<file path="src/rtl/multicycle_control_pkg.sv">
// Shared definitions for the multicycle processor control FSM: state
// encoding, opcode constants, ALU operation encodings and opcode dispatch.
package multicycle_control_pkg;

   // Controller states; 4 bits leave room for the 12 states in use.
   typedef enum logic [3:0] {
      FETCH    = 4'd0,
      DECODE   = 4'd1,
      EXEC_R   = 4'd2,
      EXEC_I   = 4'd3,
      MEM_ADDR = 4'd4,
      MEM_RD   = 4'd5,
      MEM_WR   = 4'd6,
      WB_ALU   = 4'd7,
      WB_MEM   = 4'd8,
      BRANCH   = 4'd9,
      JAL      = 4'd10,
      TRAP     = 4'd11
   } state_t;

   // Supported instruction opcodes (instruction bits [6:0]).
   localparam logic [6:0] OP_RTYPE  = 7'b0110011;
   localparam logic [6:0] OP_ITYPE  = 7'b0010011;
   localparam logic [6:0] OP_LOAD   = 7'b0000011;
   localparam logic [6:0] OP_STORE  = 7'b0100011;
   localparam logic [6:0] OP_BRANCH = 7'b1100011;
   localparam logic [6:0] OP_JAL    = 7'b1101111;

   // ALU operation requests handed to the ALU control unit.
   localparam logic [1:0] ALUOP_MEM    = 2'b00;  // address add
   localparam logic [1:0] ALUOP_BRANCH = 2'b01;  // branch compare
   localparam logic [1:0] ALUOP_FUNCT  = 2'b10;  // decode funct fields

   // State entered from DECODE for a given opcode; anything unknown traps.
   function automatic state_t dispatch(input logic [6:0] opcode);
      state_t target;
      case (opcode)
         OP_RTYPE:           target = EXEC_R;
         OP_ITYPE:           target = EXEC_I;
         OP_LOAD, OP_STORE:  target = MEM_ADDR;
         OP_BRANCH:          target = BRANCH;
         OP_JAL:             target = JAL;
         default:            target = TRAP;
      endcase
      return target;
   endfunction

endpackage

</file>
<file path="src/rtl/multicycle_control.sv">
// Multicycle processor control unit: a Moore FSM sequencing fetch, decode,
// execute, memory and write-back steps, plus a retired-instruction counter.
// Only ir_write/pc_write in FETCH look at mem_ready combinationally.
module multicycle_control
   import multicycle_control_pkg::*;
(
   input  logic        clk,
   input  logic        reset,
   input  logic [6:0]  opcode,
   input  logic        mem_ready,
   output logic        mem_read,
   output logic        mem_write,
   output logic        ir_write,
   output logic        pc_write,
   output logic        pc_write_cond,
   output logic        pc_src,
   output logic        iord,
   output logic        alu_src_b,
   output logic [1:0]  alu_op,
   output logic        reg_write,
   output logic        mem_to_reg,
   output logic        illegal,
   output logic [31:0] instret
);

   state_t      state;
   state_t      state_next;
   logic        retire;
   logic [31:0] instret_q;

   // State register; synchronous reset wins over every transition.
   // NOTE: sequential state uses non-blocking assignments so all registers
   // update together from pre-edge values, whatever order blocks evaluate in.
   always_ff @(posedge clk) begin
      if (reset) begin
         state <= FETCH;
      end else begin
         state <= state_next;
      end
   end

   // Retired-instruction counter; wraps silently at 2^32.
   always_ff @(posedge clk) begin
      if (reset) begin
         instret_q <= '0;
      end else if (retire) begin
         instret_q <= instret_q + 32'd1;
      end
   end

   assign instret = instret_q;

   // Next-state logic; mem_ready is only consulted by the memory-access states.
   // NOTE: every variable written here gets a default first, so no path can
   // leave it unassigned and no latch is inferred.
   always_comb begin
      state_next = state;
      case (state)
         FETCH:    if (mem_ready) state_next = DECODE;
         DECODE:   state_next = dispatch(opcode);
         EXEC_R:   state_next = WB_ALU;
         EXEC_I:   state_next = WB_ALU;
         MEM_ADDR: state_next = (opcode == OP_LOAD) ? MEM_RD : MEM_WR;
         MEM_RD:   if (mem_ready) state_next = WB_MEM;
         MEM_WR:   if (mem_ready) state_next = FETCH;
         WB_ALU:   state_next = FETCH;
         WB_MEM:   state_next = FETCH;
         BRANCH:   state_next = FETCH;
         JAL:      state_next = FETCH;
         TRAP:     state_next = TRAP;
         default:  state_next = FETCH;
      endcase
   end

   // An instruction retires on every transition back into FETCH; only the
   // final step of an instruction ever returns there.
   always_comb begin
      retire = (state != FETCH) && (state_next == FETCH);
   end

   // Output decode: Moore outputs per state, all forced low during reset.
   always_comb begin
      mem_read      = 1'b0;
      mem_write     = 1'b0;
      ir_write      = 1'b0;
      pc_write      = 1'b0;
      pc_write_cond = 1'b0;
      pc_src        = 1'b0;
      iord          = 1'b0;
      alu_src_b     = 1'b0;
      alu_op        = ALUOP_MEM;
      reg_write     = 1'b0;
      mem_to_reg    = 1'b0;
      illegal       = 1'b0;
      if (!reset) begin
         case (state)
            FETCH: begin
               mem_read = 1'b1;
               // Instruction register and PC load only when the fetch lands.
               ir_write = mem_ready;
               pc_write = mem_ready;
            end
            EXEC_R: begin
               alu_op = ALUOP_FUNCT;
            end
            EXEC_I: begin
               alu_op    = ALUOP_FUNCT;
               alu_src_b = 1'b1;
            end
            MEM_ADDR: begin
               alu_src_b = 1'b1;
            end
            MEM_RD: begin
               mem_read = 1'b1;
               iord     = 1'b1;
            end
            MEM_WR: begin
               mem_write = 1'b1;
               iord      = 1'b1;
            end
            WB_ALU: begin
               reg_write = 1'b1;
            end
            WB_MEM: begin
               reg_write  = 1'b1;
               mem_to_reg = 1'b1;
            end
            BRANCH: begin
               alu_op        = ALUOP_BRANCH;
               pc_write_cond = 1'b1;
            end
            JAL: begin
               reg_write = 1'b1;
               pc_write  = 1'b1;
               pc_src    = 1'b1;
            end
            TRAP: begin
               // TRAP never exits, so this flag stays set until reset.
               illegal = 1'b1;
            end
            default: begin
               // DECODE and unused encodings drive nothing.
            end
         endcase
      end
   end

endmodule

</file>
<file path="config.mk">
export PLATFORM = sky130hd
export DESIGN_NAME = multicycle_control
export DESIGN_NICKNAME = d
export VERILOG_FILES = /design/src/rtl/multicycle_control_pkg.sv /design/src/rtl/multicycle_control.sv
export SDC_FILE = /design/constraint.sdc
export NUM_CORES = 1
export LEC_CHECK = 0
export CORE_ASPECT_RATIO = 1.25
export CORE_MARGIN = 3
export CORE_UTILIZATION = 40
export DETAILED_ROUTE_END_ITERATION = 10
export GPL_TIMING_DRIVEN = 0
export PLACE_DENSITY_LB_ADDON = 0.08
export RECOVER_POWER = 25
export REMOVE_ABC_BUFFERS = 1
export SLEW_MARGIN = 20
export SYNTH_ARGS = -nofsm -noshare
export SYNTH_HDL_FRONTEND = slang
export SYNTH_SLANG_ARGS = --single-unit
</file>
<file path="constraint.sdc">
create_clock -name clk -period 2.2 [get_ports clk]
set_input_delay 0.66 -clock clk [delete_from_list [all_inputs] [get_ports clk]]
set_output_delay 0.66 -clock clk [all_outputs]
set_load 0.01 [all_outputs]
</file>
# Yosys cells after proc, flatten, opt, wreduce, memory -nomap -nowiden
# Cells that the tools add are included.
# classes
eq_ne,17
reduce_logical,10
mux,30
addsub,1
# op_table
cell,count
$add A32 B1 Y32 const B,1
$pmux W4 S7,1
$mux W1,21
$pmux W4 S5,1
$eq A4 B3 Y1 const B,4
$eq A4 B4 Y1 const B,4
$eq A7 B6 Y1 const B,2
$eq A7 B7 Y1 const B,2
$mux W4,3
$reduce_or A2 Y1,5
$eq A4 B2 Y1 const B,2
$logic_not A4 Y1,2
$eq A7 B2 Y1 const B,1
$eq A7 B5 Y1 const B,1
$eq A4 B1 Y1 const B,1
$mux W2,2
$pmux W2 S2,1
$reduce_bool A4 Y1,1
$reduce_or A3 Y1,1
$pmux W1 S2,1
$logic_and A1 B1 Y1,1
# word_totals
word_cells,60
register_bits,36

# Depth between registers and ports, before layout
# depth
word_depth,6
mapped_depth,8
ltp_nobuf,6

# Least setup slack after synthesis
# Ideal clock, no wire load.
# synth_path
path_type,in2out
from,in reset
to,out pc_write
path_buffers,0
setup_slack_ns,-0.231
stages,3
arrival_time_ns,1.771
cell_sequence,or4b_2 > nor3_1 > or2_2
# synth_between
elab_chain_len,1
# synth_lines
element,line,rtl
start: declaration,multicycle_control.sv:8,"input logic reset,"
$mux W1,multicycle_control.sv:95,if (!reset) begin
end: declaration,multicycle_control.sv:14,"output logic pc_write,"
# No other way between the ends.

# Final worst setup path
# Same ends and word-level chain as after synthesis.

==> metrics.txt <==
final setup vio count 17; vias in the first global route 2287; Max Fanout on Critical Path 5; post-layout util 0.680; CTS clock-pin slew for the worst setup and hold paths around 0.070 ns; Die Span Y around 90 µm; Worst slew margin 0.669; top_reg_cell synth dfxtp_1; VDD IR max between 0.6 and 0.7 mV; status complete, but fails checks; CP Data Arrival Time approximately 1.7 ns; area fraction of the dominant cell type after synthesis 0.336; CTS H-tree lvls 2; CTS root buffer clkbuf_8; Comb pwr share 0.507; CP Capture Type output pin; # hold bufs at CTS 0; fin crit share 1.06; post-layout min period approximately 2.3 ns; switch share 0.363; failing checks setup timing; Final HPWL DP slightly below 4000 µm; crit path from reset; synthesized area around 2100 µm²; static leakage ~1.2 nW; Starting Density 0.419; Post-Layout Cell Count slightly above 400; Pre-antenna DRT Iters 4; # diodes 0; final hold vios 0; leading area contributor after synthesis dfxtp_1; CP cell instances buf_16, or4b_4, nor3_4, or2_4, buf_6; Cells after DPL 370; post-synthesis cell count between 200 and 300; io pins between 50 and 60; area of the die 6290 µm²; iteration-0 DRC count of the detailed router 111; via count 2460; Worst-Skew Late Latency slightly below 0.3 ns; critical path's slowest cell or4b_4; Area growth syn-to-layout 62.1%; nets roughly 360; global-route wire length before repair 11000 µm; sequential share of the synthesized area 0.336; die width 71.5 µm; clock sink count 36; area of the core slightly above 5000 µm²; Post-synth top cells dfxtp_1 (36), a21oi_1 (31), nor2_1 (18); Syn. warnings 0; worst setup slack after layout -0.124 ns; crit-path leading delay family simple AND/OR/NAND/NOR gates; # rows 29; initial antenna violation count 0; Yosys cell types 46; Max Fclk approximately 0.43 GHz; Final Power between 0.003 and 0.004 W; largest net degree at the start of global routing 19; CP required between 1.5 and 2 ns; wire length per cell 17.3 µm; top cells by area, synth dfxtp_1 (34%), a21oi_1 (7.2%), o31ai_1 (5.2%), or4_1 (5.2%), nand4_1 (3.8%); Buf+Inv Stages, Crit Path 2; PortBufs 54; Num CTS Buffers 5; P_sw approximately 0.0011 W; Vias per Instance 6.03; Detail Route Antenna Nets 0; HP Class register to register; Syn Area/Cell around 7.9 µm²; GRT Residual Overflow 0; Power Dens Cells 863 nW/µm²; Yosys reg bits 36; gr usage total 0.219; critical path launch point type input pin; DRT Wirelength slightly above 7000 µm; max cap viols 0; power share of the clock group 0.216; Worst Skew about 0.007 ns; critical path class input pin to output pin; CTS tree built; CP max stage delay between 0.5 and 0.6 ns; Critical R2R Launch state[0]$_SDFF_PP0_; fin. max-slew vios 0; Residual DRC 0; share of cells above drive strength 1 0.329; Async SR Flop Fraction 0; slew at the pin closest to its max-slew limit 0.495 ns; filler instances 416; most numerous cell in the Yosys netlist dfxtp_1; unrepaired setup endpoints after global routing true; Internal 0.00191 W; maximum clock insertion buffer count 2; EDFF count, synth 0; Hold Startpoint instret[31]$_SDFFE_PP0P_; Reg power frac 0.277; GPL Wtd Cong ~0.74
-- power groups by stage --
stage	Combinational (W)	Clock (W)	Sequential, W
5_1_grt	0.00162	0.000695	0.000844
2_1_floorplan	0.000418	0	0.000801
3_3_place_gp	0.000632	0	0.000834
6_report	0.00152	0.000647	0.000833
3_5_place_dp	0.000737	0	0.000832
4_1_cts	0.00133	0.000665	0.000822
-- through the flow --
step,setup TNS [ns],instance area [µm²],worst slack (ns),hold WS (ns)
after floorplan,-13.95,2050,-0.566,0.490
after global placement,-70.15,2670,-2.33,0.468
after detailed placement,-34.16,2730,-1.16,0.474
after CTS,-1.28,3260,-0.285,0.487
after global routing,-1.58,3480,-0.165,0.538
final,-1.16,3480,-0.124,0.500
-- worst paths after layout --
kind                              end  slack (ns)  cells after the start
min reg2reg  instret[31]$_SDFFE_PP0P_        0.50                      2
max reg2reg  instret[31]$_SDFFE_PP0P_       -0.03                      8
max                          pc_write       -0.12                      5
min          instret[31]$_SDFFE_PP0P_        0.50                      2
-- worst register-to-register path, cell delays in order, from the launching register on --
cell and delay [ns]:
dfxtp_4 0.41, buf_4 0.15, nor4b_2 0.06, a2111oi_4 0.47, o211ai_4 0.15, buf_12 0.18
buf_6 0.12, or4_4 0.50, a21oi_2 0.13
-- routing by layer --
layer / vias to the layer above / GRT usage / wire length [µm]
met4: 0 / 0.0684 / 50
li1: 1193 / - / -
met3: 4 / 0.0379 / 350
met1: 1193 / 0.258 / 2860
met5: - / 0 / 0
met2: 70 / 0.402 / 3790
-- what timing repair did --
action / CTS / global route
resized for setup: 99 / 56
buffers inserted: 18 / 7
gates cloned: 5 / 1
pin swaps: 34 / 18
setup endpoints to repair: 44 / 40
-- registers in the layout, summed over array words and instances (netlist names) --
signal	flops
instret	32
state	4
-- cell families after synthesis --
family / count (synthesis) / share of synthesized area
simple gates: 130 / 0.359
compound gates: 75 / 0.224
flops: 36 / 0.336
buf+inv: 25 / 0.0531
xor+xnor: 3 / 0.0122
mux: 2 / 0.00991
fa+ha+maj: 1 / 0.00583
-- cells in the final DEF (no fill, tap or decap), drive strengths merged, types with 4 or more instances in the layout --
cell and count:
nor4 5, inv 5, or4 15, nand3 15, o31ai 15, nor2 18
buf 39, clkdlybuf4s50 23, dlygate4sd3 9, nand2b 5, o21ai 16, dfxtp 36
nand2 17, nand4 14, clkdlybuf4s15 4, nor3 7, a21oi 31, or3 13
nor2b 7, clkbuf 9
-- area by class of cell --
type / count / area (µm²) / area share
multi-input combinational: 213 / 1630 / 0.468
timing repair buffer: 84 / 892 / 0.256
sequential: 36 / 736 / 0.212
clock buffer: 7 / 96.3 / 0.0277
tap: 62 / 77.6 / 0.0223
clock inverter: 1 / 30.0 / 0.00863
inverter: 5 / 18.8 / 0.00540
(Power assumes the default switching activity.)
